**config.mk**
```make
export PLATFORM = sky130hd
export DESIGN_NAME = ddr3_cmd_arb
export DESIGN_NICKNAME = d
export VERILOG_FILES = /design/src/rtl/ddr3_cmd_arb_pkg.sv /design/src/rtl/ddr3_ref_ctr.sv /design/src/rtl/ddr3_cmd_arb.sv
export SDC_FILE = /design/constraint.sdc
export NUM_CORES = 1
export LEC_CHECK = 0
export ABC_AREA = 1
export CORE_UTILIZATION = 39
export CTS_CLUSTER_SIZE = 10
export DETAILED_ROUTE_END_ITERATION = 12
export MAX_ROUTING_LAYER = met4
export PLACE_DENSITY = 0.92
export SETUP_SLACK_MARGIN = 0.2
export SYNTH_ARGS = -nofsm -noshare
export SYNTH_HDL_FRONTEND = slang
export SYNTH_SLANG_ARGS = --single-unit
```
**constraint.sdc**
```tcl
create_clock -name clock -period 3.3 [get_ports clock]
set_input_delay 0.66 -clock clock [delete_from_list [all_inputs] [get_ports clock]]
set_output_delay 0.66 -clock clock [all_outputs]
set_load 0.01 [all_outputs]
```
**src/rtl/ddr3_cmd_arb_pkg.sv**
```systemverilog
// Shared DDR3 command encodings ({ras_n, cas_n, we_n}) and arbiter constants.
package ddr3_cmd_arb_pkg;

  localparam logic [2:0] CMD_MRS   = 3'b000;
  localparam logic [2:0] CMD_REFR  = 3'b001;
  localparam logic [2:0] CMD_PREC  = 3'b010;
  localparam logic [2:0] CMD_ACT   = 3'b011;
  localparam logic [2:0] CMD_WRITE = 3'b100;
  localparam logic [2:0] CMD_READ  = 3'b101;
  localparam logic [2:0] CMD_ZQCL  = 3'b110;
  localparam logic [2:0] CMD_NOOP  = 3'b111;

  // Address bit that selects "all banks" on a precharge.
  localparam int unsigned AP_BIT = 10;

  // Width of the postponed-refresh counter (holds up to 8).
  localparam int unsigned REF_CTR_W = 4;

endpackage

```
**src/rtl/ddr3_ref_ctr.sv**
```systemverilog
// Postponed-refresh counter: saturating increment, decrement per issued REFRESH.
module ddr3_ref_ctr
  import ddr3_cmd_arb_pkg::*;
#(
  parameter int unsigned REF_MAX = 8
) (
  input  logic                 clock,
  input  logic                 reset_n,
  input  logic                 inc,
  input  logic                 dec,
  output logic [REF_CTR_W-1:0] count,
  output logic                 full
);

  logic [REF_CTR_W-1:0] count_d;

  // Next count; a coincident inc and dec cancel out.
  always_comb begin
    count_d = count;
    if (inc && !dec && (count != REF_CTR_W'(REF_MAX))) begin
      count_d = count + REF_CTR_W'(1);
    end else if (dec && !inc && (count != '0)) begin
      count_d = count - REF_CTR_W'(1);
    end
  end

  // Count register and registered full flag tracking the new count.
  always_ff @(posedge clock or negedge reset_n) begin
    if (!reset_n) begin
      count <= '0;
      full  <= 1'b0;
    end else begin
      count <= count_d;
      full  <= (count_d == REF_CTR_W'(REF_MAX));
    end
  end

endmodule

```
**src/rtl/ddr3_cmd_arb.sv**
```systemverilog
// DDR3 command arbiter: init channel until run, then controller commands with
// refresh bursts (PREA + N x REFR) inserted between controller transactions.
module ddr3_cmd_arb
  import ddr3_cmd_arb_pkg::*;
#(
  parameter int unsigned DDR_ROW_BITS = 13,
  parameter int unsigned REF_MAX      = 8
) (
  input  logic                    clock,
  input  logic                    reset_n,
  input  logic                    cfg_run_i,
  input  logic                    cfg_ref_i,
  input  logic                    cfg_req_i,
  output logic                    cfg_rdy_o,
  input  logic [2:0]              cfg_cmd_i,
  input  logic [2:0]              cfg_ba_i,
  input  logic [DDR_ROW_BITS-1:0] cfg_adr_i,
  input  logic                    fsm_req_i,
  output logic                    fsm_rdy_o,
  input  logic [2:0]              fsm_cmd_i,
  input  logic [2:0]              fsm_ba_i,
  input  logic [DDR_ROW_BITS-1:0] fsm_adr_i,
  output logic                    fsm_gnt_o,
  output logic                    ref_urg_o,
  output logic                    ctl_req_o,
  input  logic                    ctl_rdy_i,
  output logic [2:0]              ctl_cmd_o,
  output logic [2:0]              ctl_ba_o,
  output logic [DDR_ROW_BITS-1:0] ctl_adr_o
);

  typedef enum logic [2:0] {ST_INIT, ST_IDLE, ST_FSM, ST_PREA, ST_REFR} state_t;

  localparam logic [DDR_ROW_BITS-1:0] PREC_ADR = DDR_ROW_BITS'(1) << AP_BIT;

  state_t                  state_q, state_d;
  logic                    req_q, req_d;
  logic [2:0]              cmd_q, cmd_d;
  logic [2:0]              ba_q, ba_d;
  logic [DDR_ROW_BITS-1:0] adr_q, adr_d;

  logic [REF_CTR_W-1:0] pending;
  logic                 ref_inc;
  logic                 ref_dec;

  // Refresh-due pulses only count once the device is initialised.
  assign ref_inc = cfg_ref_i & cfg_run_i;
  assign ref_dec = (state_q == ST_REFR) & req_q & ctl_rdy_i;

  ddr3_ref_ctr #(
    .REF_MAX (REF_MAX)
  ) u_ref_ctr (
    .clock   (clock),
    .reset_n (reset_n),
    .inc     (ref_inc),
    .dec     (ref_dec),
    .count   (pending),
    .full    (ref_urg_o)
  );

  // State and registered refresh-command outputs.
  always_ff @(posedge clock or negedge reset_n) begin
    if (!reset_n) begin
      state_q <= ST_INIT;
      req_q   <= 1'b0;
      cmd_q   <= CMD_NOOP;
      ba_q    <= '0;
      adr_q   <= '0;
    end else begin
      state_q <= state_d;
      req_q   <= req_d;
      cmd_q   <= cmd_d;
      ba_q    <= ba_d;
      adr_q   <= adr_d;
    end
  end

  // Next-state logic; refresh commands are loaded one cycle ahead so they come from flops.
  always_comb begin
    state_d = state_q;
    req_d   = req_q;
    cmd_d   = cmd_q;
    ba_d    = ba_q;
    adr_d   = adr_q;
    unique case (state_q)
      ST_INIT: begin
        if (cfg_run_i) state_d = ST_IDLE;
      end
      ST_IDLE: begin
        // Refresh beats a same-cycle controller request.
        if (pending != '0) begin
          state_d = ST_PREA;
          req_d   = 1'b1;
          cmd_d   = CMD_PREC;
          ba_d    = '0;
          adr_d   = PREC_ADR;
        end else if (fsm_req_i) begin
          state_d = ST_FSM;
        end
      end
      ST_FSM: begin
        if (!fsm_req_i) state_d = ST_IDLE;
      end
      ST_PREA: begin
        if (ctl_rdy_i) begin
          state_d = ST_REFR;
          cmd_d   = CMD_REFR;
          adr_d   = '0;
        end
      end
      ST_REFR: begin
        // Stay for another REFR while the post-transfer count is non-zero.
        if (ctl_rdy_i && !((pending > 4'd1) || ref_inc)) begin
          state_d = ST_IDLE;
          req_d   = 1'b0;
          cmd_d   = CMD_NOOP;
        end
      end
      default: state_d = ST_INIT;
    endcase
  end

  // Output steering: init and controller channels pass through, else registers.
  always_comb begin
    ctl_req_o = req_q;
    ctl_cmd_o = cmd_q;
    ctl_ba_o  = ba_q;
    ctl_adr_o = adr_q;
    cfg_rdy_o = 1'b0;
    fsm_rdy_o = 1'b0;
    fsm_gnt_o = 1'b0;
    if (state_q == ST_INIT) begin
      ctl_req_o = cfg_req_i;
      ctl_cmd_o = cfg_cmd_i;
      ctl_ba_o  = cfg_ba_i;
      ctl_adr_o = cfg_adr_i;
      cfg_rdy_o = ctl_rdy_i;
    end else if (state_q == ST_FSM) begin
      ctl_req_o = fsm_req_i;
      ctl_cmd_o = fsm_cmd_i;
      ctl_ba_o  = fsm_ba_i;
      ctl_adr_o = fsm_adr_i;
      fsm_rdy_o = ctl_rdy_i;
      fsm_gnt_o = 1'b1;
    end
  end

endmodule

```
* Word-level counts from Yosys, hierarchy flattened
Cells that the tools add are included. Widths: inputs -> output; s select.
Word-level totals: logic and storage cells 74, input bits 45, bits in registers 25
Cells by class: reduce and logical (&&, ||, !) cells 18, $lt $le $gt $ge 1, add/subtract/negate cells 2, equal/unequal tests 12, bitwise operators 3, mux-type cells 32
Operator list (number):
- $mux 13 | 4
- $mux 3 | 13
- $pmux 13 s2 | 1
- $pmux 3 s5 | 1
- $mux 1 | 9
- $pmux 3 s3 | 1
- $mux 4 | 2
- $ne 2x2->1 const B | 4
- $eq 3x2->1 const B | 2
- $reduce_and 3->1 | 2
- $logic_and 1x1->1 | 5
- $reduce_and 5->1 | 1
- $add 4x1->4 const B | 1
- $eq 4x4->1 const B | 1
- $gt 4x1->1 const B | 1
- $ne 4x4->1 const B | 1
- $reduce_and 4->1 | 1
- $reduce_bool 2->1 | 2
- $reduce_bool 4->1 | 1
- $sub 4x1->4 const B | 1
- $and 1x1->1 | 3
- $eq 3x1->1 const B | 1
- $eq 3x3->1 const B | 1
- $logic_not 1->1 | 3
- other kinds (6) | 6

* Depth between registers and ports, before layout
Gate-level depths: netlist of run 1.
depth in word-level cells 8, gate-level depth with buffers 10, depth with buffers taken out 10

* Modules after synthesis
A second synthesis of run 1 with hierarchy kept.
Unflattened totals: cell total of the unflattened synthesis 178, area total of the unflattened synthesis 1248.7 sq um
By module, submodules not included:
- ddr3_cmd_arb | area an instance 840.8 sq um, cells each 122, instances 1
- ddr3_ref_ctr | area an instance 407.9 sq um, cells each 56, instances 1

* Worst setup path after synthesis of run 1
No wires, ideal clock.
kind reg2out, from register state_q[0], to output ctl_adr_o[1], stages on the path, launching flop included 6, required time 2640 ps, data arrival time 1246 ps, slack 1394 ps, cells stage by stage dfrtp_1 -> nor2_4 -> inv_2 -> nor2_8 -> buf_2 -> a22o_1
On the way: longest elaborated chain between the ends 3
Ends and longest elaborated chain:
- start, declared | RTL line ddr3_cmd_arb.sv:36 | state_t state_q, state_d;
- start signal, assigned | RTL line ddr3_cmd_arb.sv:70 | state_q <= state_d;
- $eq 3x2->1 | RTL line ddr3_cmd_arb.sv:138 | end else if (state_q == ST_FSM) begin
- $mux 13 | RTL line ddr3_cmd_arb.sv:138
- $mux 13 (*) | RTL line ddr3_cmd_arb.sv:132 | if (state_q == ST_INIT) begin
- end, declared | RTL line ddr3_cmd_arb.sv:29 | output logic [DDR_ROW_BITS-1:0] ctl_adr_o
Every way passes the cells marked *; elsewhere a longest branch is shown, timed or not.

* Final worst setup path of run 1
from register state_q[0], to output ctl_cmd_o[0]
On the way: longest elaborated chain between the ends 3
Ends and longest elaborated chain:
- $eq 3x2->1 | RTL line ddr3_cmd_arb.sv:138
- $mux 3 | RTL line ddr3_cmd_arb.sv:138
- $mux 3 (*) | RTL line ddr3_cmd_arb.sv:132
- end, declared | RTL line ddr3_cmd_arb.sv:27 | output logic [2:0] ctl_cmd_o,
Marked as above.

==> impl_metrics.toml, run 1 <==
[outcome]
status = "completed"

[place]
portBuffers = 68
post-place-ws_ns = 0.6659
dpl-instance-area_um2 = 1809
gp_routability_congestion = 0.8725
dp.final_hpwl_um = 2476

[critical_path]
crit_required_ns = 2.64
timing.critical_path.to_type = "output port"
critical_path.startpoint_type = "register"
max_stage_delay_ns = 0.47
critical_path.reg2reg.startpoint = "u_ref_ctr.count[0]"
worstPathCellList = "nor2_4 > inv_2 > nor2_8 > inv_1 > o22ai_1 > nor2_1 > clkdlybuf4s50_1"
timing.critical_path.max_delay_family = "buffers and inverters"
timing.rr.end = "cmd_q[0]"
critical_path_depth = 7
timing.setup.critical_path_class = "reg2out"
cpMaxStageDelayCell = "sky130_fd_sc_hd__dfrtp_1"
critPathMaxFanout = 19
reg2reg_slack_ns = 1.68
worst-endpoint-arrival_ns = 2.14
worst-path-buf-inv = 3
reg2reg_depth = 8

[floorplanning]
floorplan.rows = 18
overall_die_area_um2 = 3040
top_level_ports = 69
fp.dieW_um = 55.14
core-area_um2 = 2567
die_height_um = 55.14
effective_utilization_at_floorplan_pct = 42.88

[synthesis]
post_synthesis_cell_area_um2 = 1101
yosys.area.top_type = "sky130_fd_sc_hd__dfrtp_1"
ys_warn_count = 0
syn_avg_cell_area_um2 = 7.244
synthDominantCellAreaShare_pct = 22.73
syn_inst = 152
yosysUniqueCellTypes = 29
ys_top_cells_by_area = "sky130_fd_sc_hd__dfrtp_1 (23%), sky130_fd_sc_hd__nand2_1 (13%), sky130_fd_sc_hd__a22o_1 (12%)"
count_of_state_elements_after_synthesis = 13
synth_seq_area_share_pct = 29.89
synth.net_count = 200

[routing]
wirelength_um = 3009
wl_per_cell_um = 11.94
drt-pass1-iter-count = 4
detail_route.vias_per_cell = 5.075
via_count = 1279
detail_route.iter0.violations = 19
final_antenna_net_count = 0
drcViolationCount = 0

[power_and_ir_drop]
total_leakage_power_nw = 0.8401
max-vdd-ir-drop_mv = 0.6547
power.density_cell_area_nw_per_um2 = 781.2

[timing]
setup_slack_of_the_critical_path_after_layout_ns = 0.5028
finalCriticalPeriod_ns = 2.797
skew_ns = 0.001050
fin_crit_sh_pct = 84.76
maxSlewViolCount = 0
rsz_0062_raised_after_global_routing = "false"
max_freq_mhz = 357.5
worst_slew_pin_slew_ns = 0.5400
final.setup.tns_ns = 0
hold_viol_final = 0
setup_viol_count_final = 0
relSlewSlack_pct = 63.89

[clock_network]
ctsResizeCount = 0
tritoncts.num_buffers = 3
max-clock-path-buffers = 2
cts.hold.buffers_added = 0
clock_sinks = 13
h-tree-depth = 1
cts_setup_buffers = 0
clock_insertion_delay_worst_skew_ns = 0.26
tritoncts = "yes"
path_clk_slew_ns = 0.07
cts-root-buf = "sky130_fd_sc_hd__clkbuf_4"

[global_routing]
grt_start_max_net_pins = 20
grt-ovfl-total = 0
grt_pass1_wl_um = 4353
grt_overall_usage_pct = 19.94
antenna_violations_before_repair = 0
grt_pass1_vias = 1053

[worst_hold_path]
hold-path-endpoint = "cmd_q[2]"
timing.hold.worst_path_depth = 2
hold_path.startpoint = "cmd_q[2]"
hp-class = "reg2reg"

[layout]
antenna-diode-count = 0
post_route_standard_cell_area_excluding_fillers_um2 = 1836
final_net_count = 271
area_growth_syn_to_layout_pct = 66.70
final_layout_size_suffix_gt1_share_pct = 10.36

[flow_run]
drv_cap = 0
## layer usage
layer  up-vias  global-route usage, %  wire length [um]
met5         -                      -                 0
met4         0                  3.750                21
met3         4                  1.913               328
met2        60                  34.54              1414
met1       562                  25.34              1244
li1        653                      -                 -
## metrics by stage
step | hold WS (ns) | std cells | power (W) | utilization, %
after global placement | 0.4601 | 248 | 0.001324 | 70.47
after CTS | 0.4746 | 252 | 0.001440 | 71.49
after detailed placement | 0.4618 | 248 | 0.001344 | 70.47
after global routing | 0.4951 | 252 | 0.001575 | 71.49
after floorplan | 0.3644 | 152 | 0.0009034 | -
final | 0.4696 | 252 | 0.001434 | 71.49
## where the power goes
| part | internal, W | switching (W) |
|---|---|---|
| registers | 0.000224 | 0.0000776 |
| clock network | 0.0000467 | 0.0000455 |
| logic | 0.000529 | 0.000511 |
## state kept, by name, indices dropped and copies added (netlist names)
name	flops
req_q	1
u_ref_ctr.full	1
adr_q	1
state_q	3
u_ref_ctr.count	4
cmd_q	3
## worst reg2reg max path, cell delays in order, from the launching register on
cell and delay, ns:
sky130_fd_sc_hd__dfrtp_1 0.41, sky130_fd_sc_hd__inv_1 0.11, sky130_fd_sc_hd__ha_1 0.24, sky130_fd_sc_hd__nand2_1 0.16, sky130_fd_sc_hd__inv_1 0.07, sky130_fd_sc_hd__nor2_1 0.15
sky130_fd_sc_hd__inv_1 0.12, sky130_fd_sc_hd__a31oi_1 0.21, sky130_fd_sc_hd__nand2_1 0.07
## area by class of cell
| class | instances | area [um^2] |
|---|---|---|
| fill | 201 | 732.0 |
| multi-input combinational | 119 | 694.4 |
| timing repair buffer | 68 | 680.7 |
| sequential | 13 | 329.1 |
| inverter | 18 | 67.56 |
| tap | 30 | 37.54 |
| clock buffer | 4 | 26.28 |
## cells by family after synthesis
| logic type | Yosys count | share of synthesized area, % |
|---|---|---|
| AO/OA/AOI/OAI | 26 | 17.95 |
| adder cells (fa/ha/maj) | 3 | 3.409 |
| XOR/XNOR | 2 | 1.591 |
| buffers and inverters | 20 | 7.045 |
| AND/OR/NAND/NOR | 88 | 40.11 |
| flip-flops | 13 | 29.89 |
## placed cells by master, fill, tap and decap left out, types with 4 or more instances in the layout
master                            Yosys  layout
sky130_fd_sc_hd__a22o_1              15      15
sky130_fd_sc_hd__clkdlybuf4s50_1      0      68
sky130_fd_sc_hd__dfrtp_1             10      10
sky130_fd_sc_hd__inv_1               14      14
sky130_fd_sc_hd__nand2_1             39      39
sky130_fd_sc_hd__nand3_1              9       9
sky130_fd_sc_hd__nor2_1              21      21
sky130_fd_sc_hd__o22ai_1              4       4
## worst max path at each step
stage | endpoint | startpoint | slack, ns
global route | ctl_adr_o[10] | state_q[0] | 0.35
detailed placement | cfg_rdy_o | ctl_rdy_i | 0.67
finish | ctl_cmd_o[0] | state_q[0] | 0.50
global placement | fsm_rdy_o | ctl_rdy_i | 0.68
CTS | ctl_cmd_o[0] | state_q[0] | 0.50
floorplan | ctl_adr_o[1] | state_q[0] | 1.39
## cell usage after synthesis (all sizes together)
library cell	number
clkinv	1
a21oi	1
xor2	1
buf	2
nor3	1
dfstp	3
inv	17
xnor2	1
nand4	2
o21bai	1
a21boi	1
nor2	28
dfrtp	10
a22o	15
nand3b	2
o22ai	4
o21ai	3
nand2	42
ha	3
a31oi	1
nand3	13
No activity file was read; power rests on OpenSTA's default activity.
==> inputs of run 2 (changes only) <==
--- a/config.mk
+++ b/config.mk
@@ -6,11 +6,11 @@
 export NUM_CORES = 1
 export LEC_CHECK = 0
 export ABC_AREA = 1
-export CORE_UTILIZATION = 39
+export CORE_UTILIZATION = 37
 export CTS_CLUSTER_SIZE = 10
 export DETAILED_ROUTE_END_ITERATION = 12
 export MAX_ROUTING_LAYER = met4
-export PLACE_DENSITY = 0.92
+export PLACE_DENSITY = 0.88
 export SETUP_SLACK_MARGIN = 0.2
 export SYNTH_ARGS = -nofsm -noshare
 export SYNTH_HDL_FRONTEND = slang
==> constraint.sdc (replaced) <==
create_clock -name clock -period 2.7 [get_ports clock]
set_input_delay 0.54 -clock clock [delete_from_list [all_inputs] [get_ports clock]]
set_output_delay 0.54 -clock clock [all_outputs]
set_load 0.01 [all_outputs]
==> run 2 against run 1 <==
  * Clock-buffer cell count unchanged
  * Clock power rose by 28%
  * Final area is 4.7% higher
==> impl_metrics.toml, run 2 (same netlist as run 1, synthesis figures left out) <==
[routing]
drcViolationCount = 0
via_count = 1309
final_antenna_net_count = 0
drt-pass1-iter-count = 4
wl_per_cell_um = 12.19
wirelength_um = 3181
detail_route.iter0.violations = 63
detail_route.vias_per_cell = 5.015

[critical_path]
worst-path-buf-inv = 3
critPathMaxFanout = 8
timing.critical_path.max_delay_family = "buffers and inverters"
worst-endpoint-arrival_ns = 1.88
timing.critical_path.to_type = "output port"
critical_path.startpoint_type = "register"
critical_path.reg2reg.startpoint = "u_ref_ctr.count[0]"
crit_required_ns = 2.16
worst_setup_path_startpoint = "state_q[0]"
cpMaxStageDelayCell = "sky130_fd_sc_hd__clkdlybuf4s50_1"
worstPathCellList = "nor2_4 > inv_2 > nor2_8 > buf_4 > a22o_1 > clkdlybuf4s50_1"
max_stage_delay_ns = 0.53
timing.setup.critical_path_class = "reg2out"

[worst_hold_path]
hold_path.startpoint = "adr_q[10]"
hp-class = "reg2reg"

[floorplanning]
fp.dieW_um = 56.55
core-area_um2 = 2781
effective_utilization_at_floorplan_pct = 39.59
top_level_ports = 69
floorplan.rows = 19
overall_die_area_um2 = 3198
die_height_um = 56.55

[layout]
highest_count_cells_in_the_layout_ignoring_fill_and_taps = "sky130_fd_sc_hd__clkdlybuf4s50_1 (66), sky130_fd_sc_hd__nand2_1 (39), sky130_fd_sc_hd__nor2_1 (21)"
largest_register = "u_ref_ctr.count"
flip_flop_count_of_the_largest_register_after_layout = 4
layout.cells.most_common = "sky130_fd_sc_hd__clkdlybuf4s50_1"
fillers = 229
antenna-diode-count = 0
layout_top_registers = "u_ref_ctr.count (4), cmd_q (3), state_q (3)"
area_growth_syn_to_layout_pct = 74.55
final_net_count = 279
final_util_pct = 69.10
final_layout_size_suffix_gt1_share_pct = 14.78

[timing]
skew_ns = 0.001524
fin_crit_sh_pct = 89.76
rsz_0062_raised_after_global_routing = "false"
setup_viol_count_final = 0
relSlewSlack_pct = 62.18
worst_slew_pin_slew_ns = 0.5656
max_freq_mhz = 412.6
final.setup.tns_ns = 0
maxSlewViolCount = 0
finalCriticalPeriod_ns = 2.424
hold_viol_final = 0

[place]
dp.final_hpwl_um = 2569
gp_routability_congestion = 0.8087
portBuffers = 68

[global_routing]
grt_overall_usage_pct = 19.88
grt_pass1_vias = 1158
grt_pass1_wl_um = 4961
grt_start_max_net_pins = 17
antenna_violations_before_repair = 0
grt-ovfl-total = 0

[clock_network]
tritoncts.num_buffers = 3
tritoncts = "yes"
path_clk_slew_ns = 0.08
clock_sinks = 13
cts-root-buf = "sky130_fd_sc_hd__clkbuf_4"
clock_insertion_delay_worst_skew_ns = 0.27
max-clock-path-buffers = 2
h-tree-depth = 1
cts.hold.buffers_added = 0

[power_and_ir_drop]
power.density_cell_area_nw_per_um2 = 972.7
total_leakage_power_nw = 0.9118
max-vdd-ir-drop_mv = 0.8586

[flow_run]
drv_cap = 0

[outcome]
status = "completed"
[run 2: area by class of cell]
class | count | area, um^2 | share of cell area (%)
Inverter | 18 | 72.57 | 3.776
Multi-Input combinational cell | 119 | 694.4 | 36.13
Timing Repair Buffer | 76 | 758.2 | 39.45
Sequential cell | 13 | 331.6 | 17.25
Clock buffer | 4 | 26.28 | 1.367
Tap cell | 31 | 38.79 | 2.018
[run 2: worst register-to-register path: stages (launching register included)]
cell                      delay, ns
sky130_fd_sc_hd__dfrtp_1       0.42
sky130_fd_sc_hd__inv_1         0.11
sky130_fd_sc_hd__ha_1          0.25
sky130_fd_sc_hd__nand2_1       0.15
sky130_fd_sc_hd__inv_1         0.08
sky130_fd_sc_hd__nor2_1        0.17
sky130_fd_sc_hd__inv_1         0.11
sky130_fd_sc_hd__a31oi_1       0.20
sky130_fd_sc_hd__nand2_1       0.07
[run 2: stage by stage]
step,worst slack [ns],total power [W],hold WS (ns),std cells,area [um^2]
after floorplan,0.9140,0.001104,0.2444,152,1101
after global placement,0.3626,0.001619,0.4659,249,1810
after detailed placement,0.3234,0.001643,0.4714,249,1810
after CTS,0.2151,0.001836,0.4996,258,1889
after global routing,0.1844,0.002019,0.5152,261,1922
final,0.2764,0.001869,0.4973,261,1922
[run 2: timing repair]
action	in CTS	in global routing
endpoints found under the setup margin	21	21
gates resized for setup	1	6
setup buffers	5	3
pin swaps	2	1
[run 2: power by group]
group | switching (W) | internal (W) | total [W] | leakage [nW]
clock | 0.0000608 | 0.0000571 | 0.000118 | 0.0150
sequential | 0.0000896 | 0.000277 | 0.000366 | 0.143
combinational | 0.000659 | 0.000726 | 0.00139 | 0.754
total | 0.000810 | 0.00106 | 0.00187 | 0.912
[run 2: final timing paths]
check | to | cells after the start | slack [ns]
worst max register to register | cmd_q[0] | 8 | 1.07
max in group asynchronous | state_q[0] | 1 | 1.67
worst min-delay path | adr_q[10] | 2 | 0.50
worst max-delay path | ctl_adr_o[12] | 6 | 0.28
worst min register to register | adr_q[10] | 2 | 0.50
min in group asynchronous | u_ref_ctr.count[0] | 1 | 0.63
[run 2: per-layer routing]
metal / up-vias / share of wire [%] / GRT usage (%)
met5: - / 0 / -
met4: 0 / 0.66 / 4.181
met3: 4 / 8.3 / 3.456
met2: 56 / 49 / 34.29
met1: 581 / 42 / 24.31
li1: 668 / - / -
